==> config.mk <==
export PLATFORM = sky130hd
export DESIGN_NAME = rst_sequencer
export DESIGN_NICKNAME = d
export VERILOG_FILES = /design/src/rtl/rst_sequencer.sv
export SDC_FILE = /design/constraint.sdc
export NUM_CORES = 1
export LEC_CHECK = 0
export ABC_AREA = 1
export BUFFER_PORTS_ARGS = -buffer_cell sky130_fd_sc_hd__buf_2
export CORE_MARGIN = 5
export CORE_UTILIZATION = 59
export CTS_BUF_LIST = sky130_fd_sc_hd__clkbuf_8
export CTS_CLUSTER_DIAMETER = 80
export DETAILED_ROUTE_END_ITERATION = 8
export PLACE_DENSITY = 0.83
export REMOVE_ABC_BUFFERS = 1
export SLEW_MARGIN = 0
export SYNTH_ARGS = -nofsm -noshare
export SYNTH_HDL_FRONTEND = slang
export SYNTH_SLANG_ARGS = --single-unit
==> constraint.sdc <==
create_clock -name clk_sys -period 2.8 [get_ports clk_sys]
set_clock_uncertainty 0.1 [all_clocks]
set_input_delay 0.42 -clock clk_sys [delete_from_list [all_inputs] [get_ports clk_sys]]
set_output_delay 0.42 -clock clk_sys [all_outputs]
set_load 0.005 [all_outputs]
==> src/rtl/rst_sequencer.sv <==
`default_nettype none
// ============================================================================
// rst_sequencer : synchronizes lock/button, debounces the button and releases
//                 peripheral then core resets after a request-free hold period.
// Rev 1.0
// ============================================================================
module rst_sequencer #(
   parameter int SyncStages     = 2,
   parameter int DebounceCycles = 16,
   parameter int HoldCycles     = 32,
   parameter int StageGap       = 8
) (
   input  logic       clk_sys,
   input  logic       rst_sys_n,
   input  logic       locked_i,
   input  logic       rst_btn_ni,
   input  logic       sw_rst_req_i,
   output logic       rst_periph_no,
   output logic       rst_core_no,
   output logic       rst_done_o,
   output logic [2:0] rst_cause_o,
   output logic [7:0] rst_count_o
);

   localparam int c_HOLD_W = $clog2(HoldCycles + 1);
   localparam int c_GAP_W  = $clog2(StageGap + 1);
   localparam logic [c_HOLD_W-1:0] c_HOLD_END = c_HOLD_W'(HoldCycles);
   localparam logic [c_GAP_W-1:0]  c_GAP_END  = c_GAP_W'(StageGap);
   localparam logic [7:0]          c_DBNC_END = 8'(DebounceCycles - 1);

   typedef enum logic [1:0] {
      S_HOLD   = 2'd0,
      S_PERIPH = 2'd1,
      S_CORE   = 2'd2,
      S_RUN    = 2'd3
   } state_t;

   state_t                r_state;
   state_t                w_state_nxt;
   logic [SyncStages-1:0] r_lock_sync;
   logic [SyncStages-1:0] r_btn_sync;
   logic [7:0]            r_dbnc_cnt;
   logic [c_HOLD_W-1:0]   r_hold_cnt;
   logic [c_HOLD_W-1:0]   w_hold_cnt_nxt;
   logic [c_GAP_W-1:0]    r_gap_cnt;
   logic [c_GAP_W-1:0]    w_gap_cnt_nxt;
   logic                  w_lock_req;
   logic                  w_btn_low;
   logic                  w_btn_req;
   logic                  w_sw_req;
   logic                  w_any_req;
   logic                  w_abort;
   logic                  w_periph_nxt;
   logic                  w_core_nxt;
   logic                  w_done_nxt;
   logic [2:0]            w_cause_nxt;
   logic [7:0]            w_count_nxt;

   // Synchronizers reset to 0, so lock reads as lost until the chain fills.
   always_ff @(posedge clk_sys) begin
      if (!rst_sys_n) begin
         r_lock_sync <= '0;
         r_btn_sync  <= '0;
      end else begin
         r_lock_sync <= {r_lock_sync[SyncStages-2:0], locked_i};
         r_btn_sync  <= {r_btn_sync[SyncStages-2:0], rst_btn_ni};
      end
   end

   assign w_lock_req = ~r_lock_sync[SyncStages-1];
   assign w_btn_low  = ~r_btn_sync[SyncStages-1];

   always_ff @(posedge clk_sys) begin
      if (!rst_sys_n) begin
         r_dbnc_cnt <= '0;
      end else if (!w_btn_low) begin
         r_dbnc_cnt <= '0;
      end else if (r_dbnc_cnt != c_DBNC_END) begin
         r_dbnc_cnt <= r_dbnc_cnt + 8'd1;
      end
   end

   // Counter holds the number of earlier low readings; this one is the last needed.
   assign w_btn_req = w_btn_low && (r_dbnc_cnt == c_DBNC_END);
   assign w_sw_req  = sw_rst_req_i && (r_state == S_RUN);
   assign w_any_req = w_lock_req || w_btn_req || w_sw_req;

   always_comb begin
      w_state_nxt    = r_state;
      w_hold_cnt_nxt = '0;
      w_gap_cnt_nxt  = '0;
      w_abort        = 1'b0;
      w_cause_nxt    = rst_cause_o;
      w_count_nxt    = rst_count_o;

      case (r_state)
         S_HOLD: begin
            if (w_any_req) begin
               w_state_nxt = S_HOLD;
            end else if (r_hold_cnt == c_HOLD_END) begin
               w_state_nxt = S_PERIPH;
            end else begin
               w_hold_cnt_nxt = r_hold_cnt + c_HOLD_W'(1);
            end
         end
         S_PERIPH: begin
            if (w_any_req) begin
               w_state_nxt = S_HOLD;
            end else if (r_gap_cnt == c_GAP_END) begin
               w_state_nxt = S_CORE;
            end else begin
               w_gap_cnt_nxt = r_gap_cnt + c_GAP_W'(1);
            end
         end
         S_CORE: begin
            w_state_nxt = w_any_req ? S_HOLD : S_RUN;
         end
         S_RUN: begin
            w_state_nxt = w_any_req ? S_HOLD : S_RUN;
         end
         default: begin
            w_state_nxt = S_HOLD;
         end
      endcase

      w_abort = (r_state != S_HOLD) && w_any_req;
      if (w_abort) begin
         if (w_lock_req) begin
            w_cause_nxt = 3'b001;
         end else if (w_btn_req) begin
            w_cause_nxt = 3'b010;
         end else begin
            w_cause_nxt = 3'b100;
         end
         if (rst_count_o != 8'hFF) begin
            w_count_nxt = rst_count_o + 8'd1;
         end
      end

      // Outputs are registered from the next state so they switch on the same edge.
      w_periph_nxt = (w_state_nxt != S_HOLD);
      w_core_nxt   = (w_state_nxt == S_CORE) || (w_state_nxt == S_RUN);
      w_done_nxt   = (w_state_nxt == S_RUN);
   end

   always_ff @(posedge clk_sys) begin
      if (!rst_sys_n) begin
         r_state       <= S_HOLD;
         r_hold_cnt    <= '0;
         r_gap_cnt     <= '0;
         rst_periph_no <= 1'b0;
         rst_core_no   <= 1'b0;
         rst_done_o    <= 1'b0;
         rst_cause_o   <= 3'b000;
         rst_count_o   <= 8'd0;
      end else begin
         r_state       <= w_state_nxt;
         r_hold_cnt    <= w_hold_cnt_nxt;
         r_gap_cnt     <= w_gap_cnt_nxt;
         rst_periph_no <= w_periph_nxt;
         rst_core_no   <= w_core_nxt;
         rst_done_o    <= w_done_nxt;
         rst_cause_o   <= w_cause_nxt;
         rst_count_o   <= w_count_nxt;
      end
   end

endmodule
`default_nettype wire

Word level (Yosys, flattened, before mapping)
Cells that the tools add are included.

storage, ports and cells
  register bits after elaboration = 38
  input bits = 5
  word-level logic and storage cells = 52

cells by class
  $add $sub $neg = 4
  equal/unequal tests = 10
  muxes and demuxes = 8
  bitwise operators = 5
  reduce and logical (&&, ||, !) cells = 14

operators with widths
  operator                                        number
  adder 8 x 1 -> 8 bit (second input constant)    2
  2-to-1 mux 2 bit                                5
  == test 2 bit (second input constant)           4
  == test 8 x 4 -> 1 bit (second input constant)  1
  != test 8 x 4 -> 1 bit (second input constant)  1
  != test 8 bit (second input constant)           1
  OR reduction 4 bit                              2
  adder 6 x 1 -> 6 bit (second input constant)    1
  == test 6 bit (second input constant)           1
  2-to-1 mux 3 bit                                2
  one-hot mux 2 bit (3 select lines)              1
  NOT 1 bit                                       5
  adder 4 x 1 -> 4 bit (second input constant)    1
  == test 4 bit (second input constant)           1
  nonzero test 2 bit                              2
  OR reduction 2 bit                              2
  logical AND 1 bit                               3
  logical OR 1 bit                                3
  == test 2 x 1 -> 1 bit (second input constant)  1
  zero test 2 bit                                 1
  AND reduction 2 bit                             1

Longest topological paths before layout
Gate-level depths: netlist of run 1.

  word-level depth = 8
  mapped depth = 9

Least setup slack after synthesis of run 1
No wires, ideal clock.

  path kind = register to register
  start = reg rst_count_o[0]
  end = reg rst_count_o[0]
  setup time = 0.113 ns
  arrival time = 1.211 ns
  data required time = 2.587 ns
  slack = 1.376 ns
  cell stages (with the launch flop) = 9
  clock period less this slack = 1.424 ns
  path through = dfxtp_1 > ha_1 > nand3_1 > nor2_4 > nand3_4 > nand3_4 > nand2_1 > nand2_1 > nor2_1

on the way
  word-level cells in the longest chain between the ends = 2
  elaborated cells on any way between the ends = 3
  classes of those cells = add/sub: 1; eq/ne: 1; reduce/logical: 1

RTL lines
  item                                                                          RTL line  text
  start, declared                                                               22        output logic [7:0] rst_count_o
  start signal, assigned                                                        164       rst_count_o <= w_count_nxt;
  parallel branches: the longest is 2 deep, another holds adder 8 x 1 -> 8 bit  n/a

Several ways; the timed one is not identified.
A chain may end at the register's enable or synchronous reset.

Final worst setup path of run 1
  start = reg r_dbnc_cnt[0]
  end = reg rst_count_o[0]

on the way
  word-level cells in the longest chain between the ends = 6

RTL lines
  item                                  RTL line  text
  start, declared                       42        logic [7:0] r_dbnc_cnt;
  start signal, assigned                79        r_dbnc_cnt <= r_dbnc_cnt + 8'd1;
  == test 8 x 4 -> 1 bit                84        assign w_btn_req = w_btn_low && (r_dbnc_cnt == c_DBNC_END);
  logical AND 1 bit                     84
  logical OR 1 bit (2 in series)        86        assign w_any_req = w_lock_req || w_btn_req || w_sw_req;
  logical AND 1 bit                     126       w_abort = (r_state != S_HOLD) && w_any_req;
  AND reduction 2 bit (no source line)  n/a

Every way passes these cells.

==> run metrics, run 1 <==
worst slew pin tran=373 ps; Power Density=525 mW/mm2; count leader, synth=nand2_1; CTS resizes=0; final std cells w/o fill=266; CP Launch Type=flip-flop; min cycle time layout=1690 ps; status=finished clean; dpl cells=259; CTS Buf Count=5; clk slew on worst S/H paths=70 ps; Final WS setup=1110 ps; Max Slew Vio Count=0; Post-Place Cell Area=0.00180 mm2; Final Instance Area=0.00191 mm2; Synth top area share=43.3%; H-Tree Depth=2; FFs w/ async S/R, synth=0%; Post-synth top cells=nand2_1, dfxtp_1, inv_1; vias post-DR=1418; number of global-route vias before repair=1361; Die X=63.9 um; Vert. Die Dim=63.9 um; Tcrit/Tclk final=60.2%; Synth area leaders=dfxtp_1, nand2_1, inv_1; commonest register cell after synthesis=dfxtp_1; Syn Area/Cell=8.00 um2; fillers=233; critical path class=flip-flop to flip-flop; pin count of the biggest net entering global routing=17; first-pass GRT wire length=5840 um; register area share after synthesis=43.3%; # IOs=19; via count normalized by instance count=5.33; starting DRC count in detailed routing=66; P&R area growth vs syn=11.5%; RSZ-0062 raised after global routing=no; Max Freq=593 MHz; Max-Cap Viols=0; core area=0.00276 mm2; Synthesis Warnings=0; synthesized area=0.00171 mm2; Worst Path Required=2930 ps; die area=0.00408 mm2; DRC=0; Worst setup EP type=flip-flop; root buf cell=clkbuf_8; Final Hold Fails=0; final setup fails=0; utilization after layout=69.2%; gr ovfl total=0; hold-fix buffers at CTS=0; Final Routed Wirelength=3240 um; Max FO, Critical Path=16; Worst Hold Class=primary input to flip-flop; worst hold path depth=3; initial antenna violation count=0; Detailed Place HPWL=2330 um; Post-synth EDFFs=0; nets=246; clk sinks=37; post-synthesis cell count=214; #FFs+latches synth=37; RD Place Congestion=0.780; GRT Util Overall=17.7%; top cell type by total area after synthesis=dfxtp_1; TritonRoute pass-1 iters=4; worst reg2reg path depth=9; CTS tree=built; slew margin rel.=75.1%; Post-CTS Setup Inserts=0; pre-CTS WS=1170 ps; clk_lat worst skew=290 ps; WL/cell=12.2 um; Worst EP arrival=1810 ps; P_leak=0.820 nW; Worst VDD drop=0.536 mV; Post-DRT Antenna Nets=0; n_diodes=0; setup TNS=0 ps; count of port buffers added during placement=18; layout cell share with drive strength beyond 1=16.2%; post-synth cell types=31; Rows=19; CTS max path bufs=2; Starting Density=62.1%
-- registers in the layout, indices dropped and copies added (netlist names) --
register       flops
r_dbnc_cnt         8
rst_count_o        8
r_hold_cnt         6
r_gap_cnt          4
rst_cause_o        3
r_btn_sync         2
r_lock_sync        2
r_state            1
rst_core_no        1
rst_done_o         1
rst_periph_no      1
-- cell usage in the layout, fill, tap and decap left out, types with 5 or more instances in the layout --
| cell | count |
|---|---|
| nor2_1 | 21 |
| ha_1 | 6 |
| nand4_1 | 10 |
| clkbuf_8 | 5 |
| a21oi_1 | 12 |
| nand3_1 | 13 |
| nand2_1 | 38 |
| nor3_1 | 6 |
| buf_2 | 18 |
| o21ai_0 | 7 |
| dfxtp_1 | 37 |
| xor2_1 | 8 |
| inv_1 | 29 |
-- metal layers --
metal	global-route usage (%)	vias to the layer above	share of wire, %
met3	6.13	6	5.3
met2	28.9	30	49
met4	7.79	0	1.8
li1	-	738	-
met5	0	-	0
met1	20.8	644	44
-- logic make-up after synthesis --
kind of cell | after synthesis | share of synthesized area [%]
DFF | 37 | 43.3
buffers and inverters | 34 | 8.70
adders and majority gates | 6 | 4.39
AOI/OAI and AO/OA | 23 | 7.31
xor gates and xnor gates | 11 | 5.63
and+or+nand+nor | 103 | 30.7
-- through the flow --
step                hold slack [ps]  total power, W
floorplan                       290        0.000566
global placement                293        0.000575
detailed placement              295        0.000576
CTS                             207         0.00101
global route                    223         0.00104
finish                          213         0.00100
-- critical path, cell delays in order, from the launching register on --
cell and delay, ps:
dfxtp_1 390, ha_1 250, nand2_2 90, nor2_4 100
nand4_2 110, nand3_4 190, nand3_4 160, nand2_1 100
nand2_1 50, nor2_1 90
-- power breakdown --
part | switching, W | internal [W]
sequential | 0.00000529 | 0.000533
clock | 0.000177 | 0.000259
combinational | 0.0000184 | 0.00000880
-- final timing paths --
| check | endpoint | start | slack [ps] |
|---|---|---|---|
| worst max-delay path | rst_count_o[0]$_SDFFE_PN0P_ | r_dbnc_cnt[0]$_SDFFE_PP0P_ | 1110 |
| worst min-delay path | r_btn_sync[0]$_SDFF_PN0_ | rst_btn_ni | 210 |
| worst max register to register | rst_count_o[0]$_SDFFE_PN0P_ | r_dbnc_cnt[0]$_SDFFE_PP0P_ | 1110 |
| worst min register to register | r_lock_sync[1]$_SDFF_PN0_ | r_lock_sync[0]$_SDFF_PN0_ | 310 |
-- area by class of cell --
| type | instances | area, um2 | area share [%] |
|---|---|---|---|
| clock buffer | 5 | 68.8 | 3.61 |
| sequential | 37 | 741 | 38.8 |
| inverter | 30 | 113 | 5.90 |
| multi-input combinational | 143 | 822 | 43.1 |
| timing repair buffer | 18 | 90.1 | 4.72 |
| clock inverter | 2 | 35.0 | 1.84 |
| tap | 31 | 38.8 | 2.03 |
Note: power is estimated with default switching activity, not from simulation.
==> run 2, diff against run 1 <==
==> constraint.sdc (replaced) <==
create_clock -name clk_sys -period 1.6 [get_ports clk_sys]
set_clock_uncertainty 0.1 [all_clocks]
set_input_delay 0.24 -clock clk_sys [delete_from_list [all_inputs] [get_ports clk_sys]]
set_output_delay 0.24 -clock clk_sys [all_outputs]
set_load 0.005 [all_outputs]
==> run 2 against run 1 <==
Against the previous run: combinational power up 120%; core utilization up 4.5 points; first-iteration DRC count up 20%; non-clock buffer count up 12; maximum frequency up 14%; setup slack worse by 990 ps; die area unchanged; clock power up 43%; highest routed layer unchanged.
==> run metrics, run 2 (synthesis gave the netlist of run 1 again) <==
Max-Cap Viols=0; clk slew on worst S/H paths=70 ps; setup TNS=0 ps; die area=0.00408 mm2; Rows=19; total power draw=0.00162 W; Worst Hold Class=primary input to flip-flop; fillers=229; Final Hold Fails=0; GRT Util Overall=19.5%; nets=259; critical path startpoint=r_dbnc_cnt[0]$_SDFFE_PP0P_; max layer used=met4; vias post-DR=1442; pin count of the biggest net entering global routing=12; WL met2=1660 um; Reg-to-Reg End=r_dbnc_cnt[0]$_SDFFE_PP0P_; layout cell share with drive strength beyond 1=22.9%; most frequent cells in the layout=nand2_1, dfxtp_1, inv_1, nor2_1, buf_2; n_diodes=0; CTS tree=built; RSZ-0062 raised after global routing=no; crit path to=r_dbnc_cnt[0]$_SDFFE_PP0P_; P&R area growth vs syn=18.7%; slew margin rel.=78.1%; RD Place Congestion=0.801; met1 WL=1630 um; critical path class=flip-flop to flip-flop; gr ovfl total=0; Worst VDD drop=0.820 mV; H-Tree Depth=2; flop2flop setup slack=120 ps; clk_lat worst skew=290 ps; worst slew pin tran=328 ps; top flop regs=r_dbnc_cnt: 8 flops, rst_count_o: 8 flops, r_hold_cnt: 6 flops; Final Routed Wirelength=3480 um; DRC=0; P_leak=0.878 nW; Detailed Place HPWL=2360 um; initial antenna violation count=0; first-pass GRT wire length=6290 um; Worst setup EP type=flip-flop; TritonRoute pass-1 iters=4; starting DRC count in detailed routing=79; count of port buffers added during placement=18; via count normalized by instance count=5.15; root buf cell=clkbuf_8; min cycle time layout=1480 ps; utilization after layout=73.7%; most common cell after layout, fill and taps aside=nand2_1; Tcrit/Tclk final=92.4%; CTS Buf Count=5; Register Area=746 um2; Max Slew Vio Count=0; # IOs=19; worst reg2reg startpoint=r_dbnc_cnt[0]$_SDFFE_PP0P_; Die X=63.9 um; Worst EP arrival=1560 ps; worst reg2reg path depth=6; CTS max path bufs=2; Max FO, Critical Path=6; Power Density=800 mW/mm2; Multi-input gate area=872 um2; clk sinks=37; Worst Path Required=1680 ps; hold-fix buffers at CTS=0; pre-CTS WS=-16.4 ps; core area=0.00276 mm2; Max Freq=677 MHz; CP Launch Type=flip-flop; WL/cell=12.4 um; Met3 Wirelength=137 um; Vert. Die Dim=63.9 um; Post-DRT Antenna Nets=0; Starting Density=62.1%; number of global-route vias before repair=1377; status=finished clean; final setup fails=0; Final WS setup=122 ps
-- run 2: final cells by class --
class | count | area share (%)
timing repair buffer | 30 | 8.87
clock buffer | 5 | 3.39
tap | 31 | 1.91
inverter | 30 | 5.54
multi-input combinational | 144 | 42.9
sequential | 37 | 36.7
clock inverter | 3 | 0.677
-- run 2: repair_timing --
item	4_1_cts	5_1_grt
setup buffers	2	0
setup endpoints to repair	5	22
gates cloned	1	0
pin swaps	0	2
resized for setup	3	7
-- run 2: worst max-delay path, stage by stage (launching register included) --
cell	delay, ps
dfxtp_4	370
ha_4	150
nand3_1	130
nor2_2	240
inv_1	150
o21ai_0	170
a21oi_1	50
-- run 2: metrics by stage --
step / area, um2 / hold slack, ps / std cells
global placement: 1880 / 298 / 269
global route: 2030 / 58.8 / 280
CTS: 2000 / 38.0 / 280
floorplan: 1680 / 233 / 210
finish: 2030 / 44.2 / 280
detailed placement: 1880 / 301 / 269
-- run 2: worst min-delay path by stage --
stage	start	end	cells after the start
final	rst_btn_ni	r_btn_sync[0]$_SDFF_PN0_	3
after global routing	rst_btn_ni	r_btn_sync[0]$_SDFF_PN0_	3
after CTS	rst_btn_ni	r_btn_sync[0]$_SDFF_PN0_	3
after detailed placement	r_btn_sync[0]$_SDFF_PN0_	r_btn_sync[1]$_SDFF_PN0_	2
after global placement	r_btn_sync[0]$_SDFF_PN0_	r_btn_sync[1]$_SDFF_PN0_	2
after floorplan	rst_sys_n	r_btn_sync[0]$_SDFF_PN0_	2
-- run 2: where the power goes --
group	leakage, nW	internal (W)	switching, W
clock	0.0491	0.000295	0.000326
sequential	0.300	0.000932	0.0000110
combinational	0.529	0.0000240	0.0000357
-- run 2: per-layer routing --
metal	vias to the layer above	global-route usage [%]
met5	-	0
met4	0	7.01
met3	6	5.78
met2	25	31.7
met1	647	24.5
li1	764	-
==> run 3, diff against run 2 <==
==> constraint.sdc (replaced) <==
create_clock -name clk_sys -period 1.56 [get_ports clk_sys]
set_clock_uncertainty 0.1 [all_clocks]
set_input_delay 0.234 -clock clk_sys [delete_from_list [all_inputs] [get_ports clk_sys]]
set_output_delay 0.234 -clock clk_sys [all_outputs]
set_load 0.005 [all_outputs]
==> run 3 against run 2 <==
Against the previous run: register-to-register slack worse by 60 ps; maximum frequency is 1.2% lower; largest cell class unchanged; combinational power is 5.4% higher; die area stayed put.
==> run metrics, run 3 (synthesis gave the netlist of run 1 again) <==
CTS Buf Count=5; layout cell share with drive strength beyond 1=24.3%; clk sinks=37; nets=257; slew margin rel.=74.5%; P_leak=0.887 nW; met3 Resource Use GR=5.43%; TritonRoute pass-1 iters=4; core area=0.00276 mm2; gr ovfl total=0; critical path startpoint=r_dbnc_cnt[0]$_SDFFE_PP0P_; starting DRC count in detailed routing=69; Rows=19; die area=0.00408 mm2; worst reg2reg path depth=8; WL/cell=12.5 um; clk slew on worst S/H paths=70 ps; Reg-to-Reg End=rst_count_o[7]$_SDFFE_PN0P_; Max Freq=668 MHz; GR Layer Usage met1=23.0%; worst slew pin tran=381 ps; clk_lat worst skew=300 ps; vias post-DR=1497; Min Hold Slack=20.3 ps; Worst setup EP type=flip-flop; top flop regs=r_dbnc_cnt: 8 flops, rst_count_o: 8 flops, r_hold_cnt: 6 flops; DRC=0; Worst Path Required=1670 ps; peak-usage layer in the global routing report=met2; status=finished clean; first-pass GRT wire length=6270 um; pin count of the biggest net entering global routing=13; CP Launch Type=flip-flop; critical path class=flip-flop to flip-flop; Final Hold Fails=0; RD Place Congestion=0.823; Post-Place Cell Area=0.00188 mm2; Power Density=922 mW/mm2; initial antenna violation count=0; most frequent cells in the layout=nand2_1, dfxtp_1, inv_1, nor2_1, buf_2; Worst VDD drop=0.815 mV; Max Slew Vio Count=0; GRT Util Overall=19.0%; most common cell after layout, fill and taps aside=nand2_1; flop2flop setup slack=60 ps; H-Tree Depth=2; Tcrit/Tclk final=95.9%; hold-fix buffers at CTS=0; Starting Density=62.1%; worst reg2reg startpoint=r_dbnc_cnt[0]$_SDFFE_PP0P_; Worst Hold Class=primary input to flip-flop; Final Routed Wirelength=3470 um; root buf cell=clkbuf_8; P&R area growth vs syn=20.4%; GR Util met2=31.8%; Final Instance Area=0.00206 mm2; crit path to=rst_count_o[7]$_SDFFE_PN0P_; CTS max path bufs=2; Vert. Die Dim=63.9 um; CTS tree=built; Post-DRT Antenna Nets=0; Detailed Place HPWL=2340 um; number of global-route vias before repair=1447; min cycle time layout=1500 ps; final setup fails=0; Max-Cap Viols=0; via count normalized by instance count=5.38; Worst EP arrival=1610 ps; Max FO, Critical Path=7; RSZ-0062 raised after global routing=yes; Die X=63.9 um; n_diodes=0; count of port buffers added during placement=18; # IOs=19
run 3: cell count changes in the layout (fill, tap and decap cells not counted), moves of 2 or more:
cell / change
buf_4: -2
a21oi_1: -2
clkinv_2: -2
a21oi_2: +3
run 3: per-layer routing:
layer | wire [um] | vias up
met5 | 0 | -
met4 | 53 | 0
met3 | 178 | 6
met2 | 1650 | 43
met1 | 1590 | 691
li1 | - | 757
run 3: per-stage QoR:
stage	cells	TNS, ps	total power, W	utilization, %	setup WS (ps)
after global placement	269	0	0.00104	68.1	28.9
final	278	0	0.00190	74.7	63.8
after detailed placement	269	-96.1	0.00104	68.1	-30.1
after floorplan	210	0	0.00102	-	123
after global routing	278	-291	0.00199	74.7	-41.4
after CTS	278	0	0.00191	73.5	2.90
run 3: how the worst min path moves through the flow:
stage | start | endpoint | slack [ps] | depth (start not counted)
6_report | rst_btn_ni | r_btn_sync[0]$_SDFF_PN0_ | 20 | 3
5_1_grt | rst_btn_ni | r_btn_sync[0]$_SDFF_PN0_ | 30 | 3
4_1_cts | rst_btn_ni | r_btn_sync[0]$_SDFF_PN0_ | 10 | 3
3_5_place_dp | r_btn_sync[0]$_SDFF_PN0_ | r_btn_sync[1]$_SDFF_PN0_ | 300 | 2
3_3_place_gp | r_btn_sync[0]$_SDFF_PN0_ | r_btn_sync[1]$_SDFF_PN0_ | 300 | 2
2_1_floorplan | rst_sys_n | r_btn_sync[0]$_SDFF_PN0_ | 230 | 2
run 3: cell type report:
type | count | area (um2)
multi-input cells | 143 | 861
fillers | 194 | 697
clock buffers | 6 | 82.6
well taps | 31 | 38.8
clock inverters | 2 | 37.5
flip-flops and latches | 37 | 743
inverters | 30 | 113
repair buffers | 29 | 185
run 3: worst max-delay path, cell delays in order, from the launching register on:
cell and delay, ps:
dfxtp_2 370, ha_4 160, nand2_2 70, nor2_4 110
nand4_2 110, nand3_4 120, buf_12 130, nand4_1 80
a21oi_1 180
run 3: timing repair:
item                       in CTS  in global routing
setup endpoints to repair      10                 18
buffers inserted                1                  0
resized for setup               2                  9
pin swaps                       0                  1
run 3: where the power goes:
group,switching (W),total [W],internal [W],leakage [nW]
combinational,0.0000371,0.0000629,0.0000258,0.529
sequential,0.0000110,0.000968,0.000957,0.300
clock,0.000349,0.000869,0.000520,0.0574
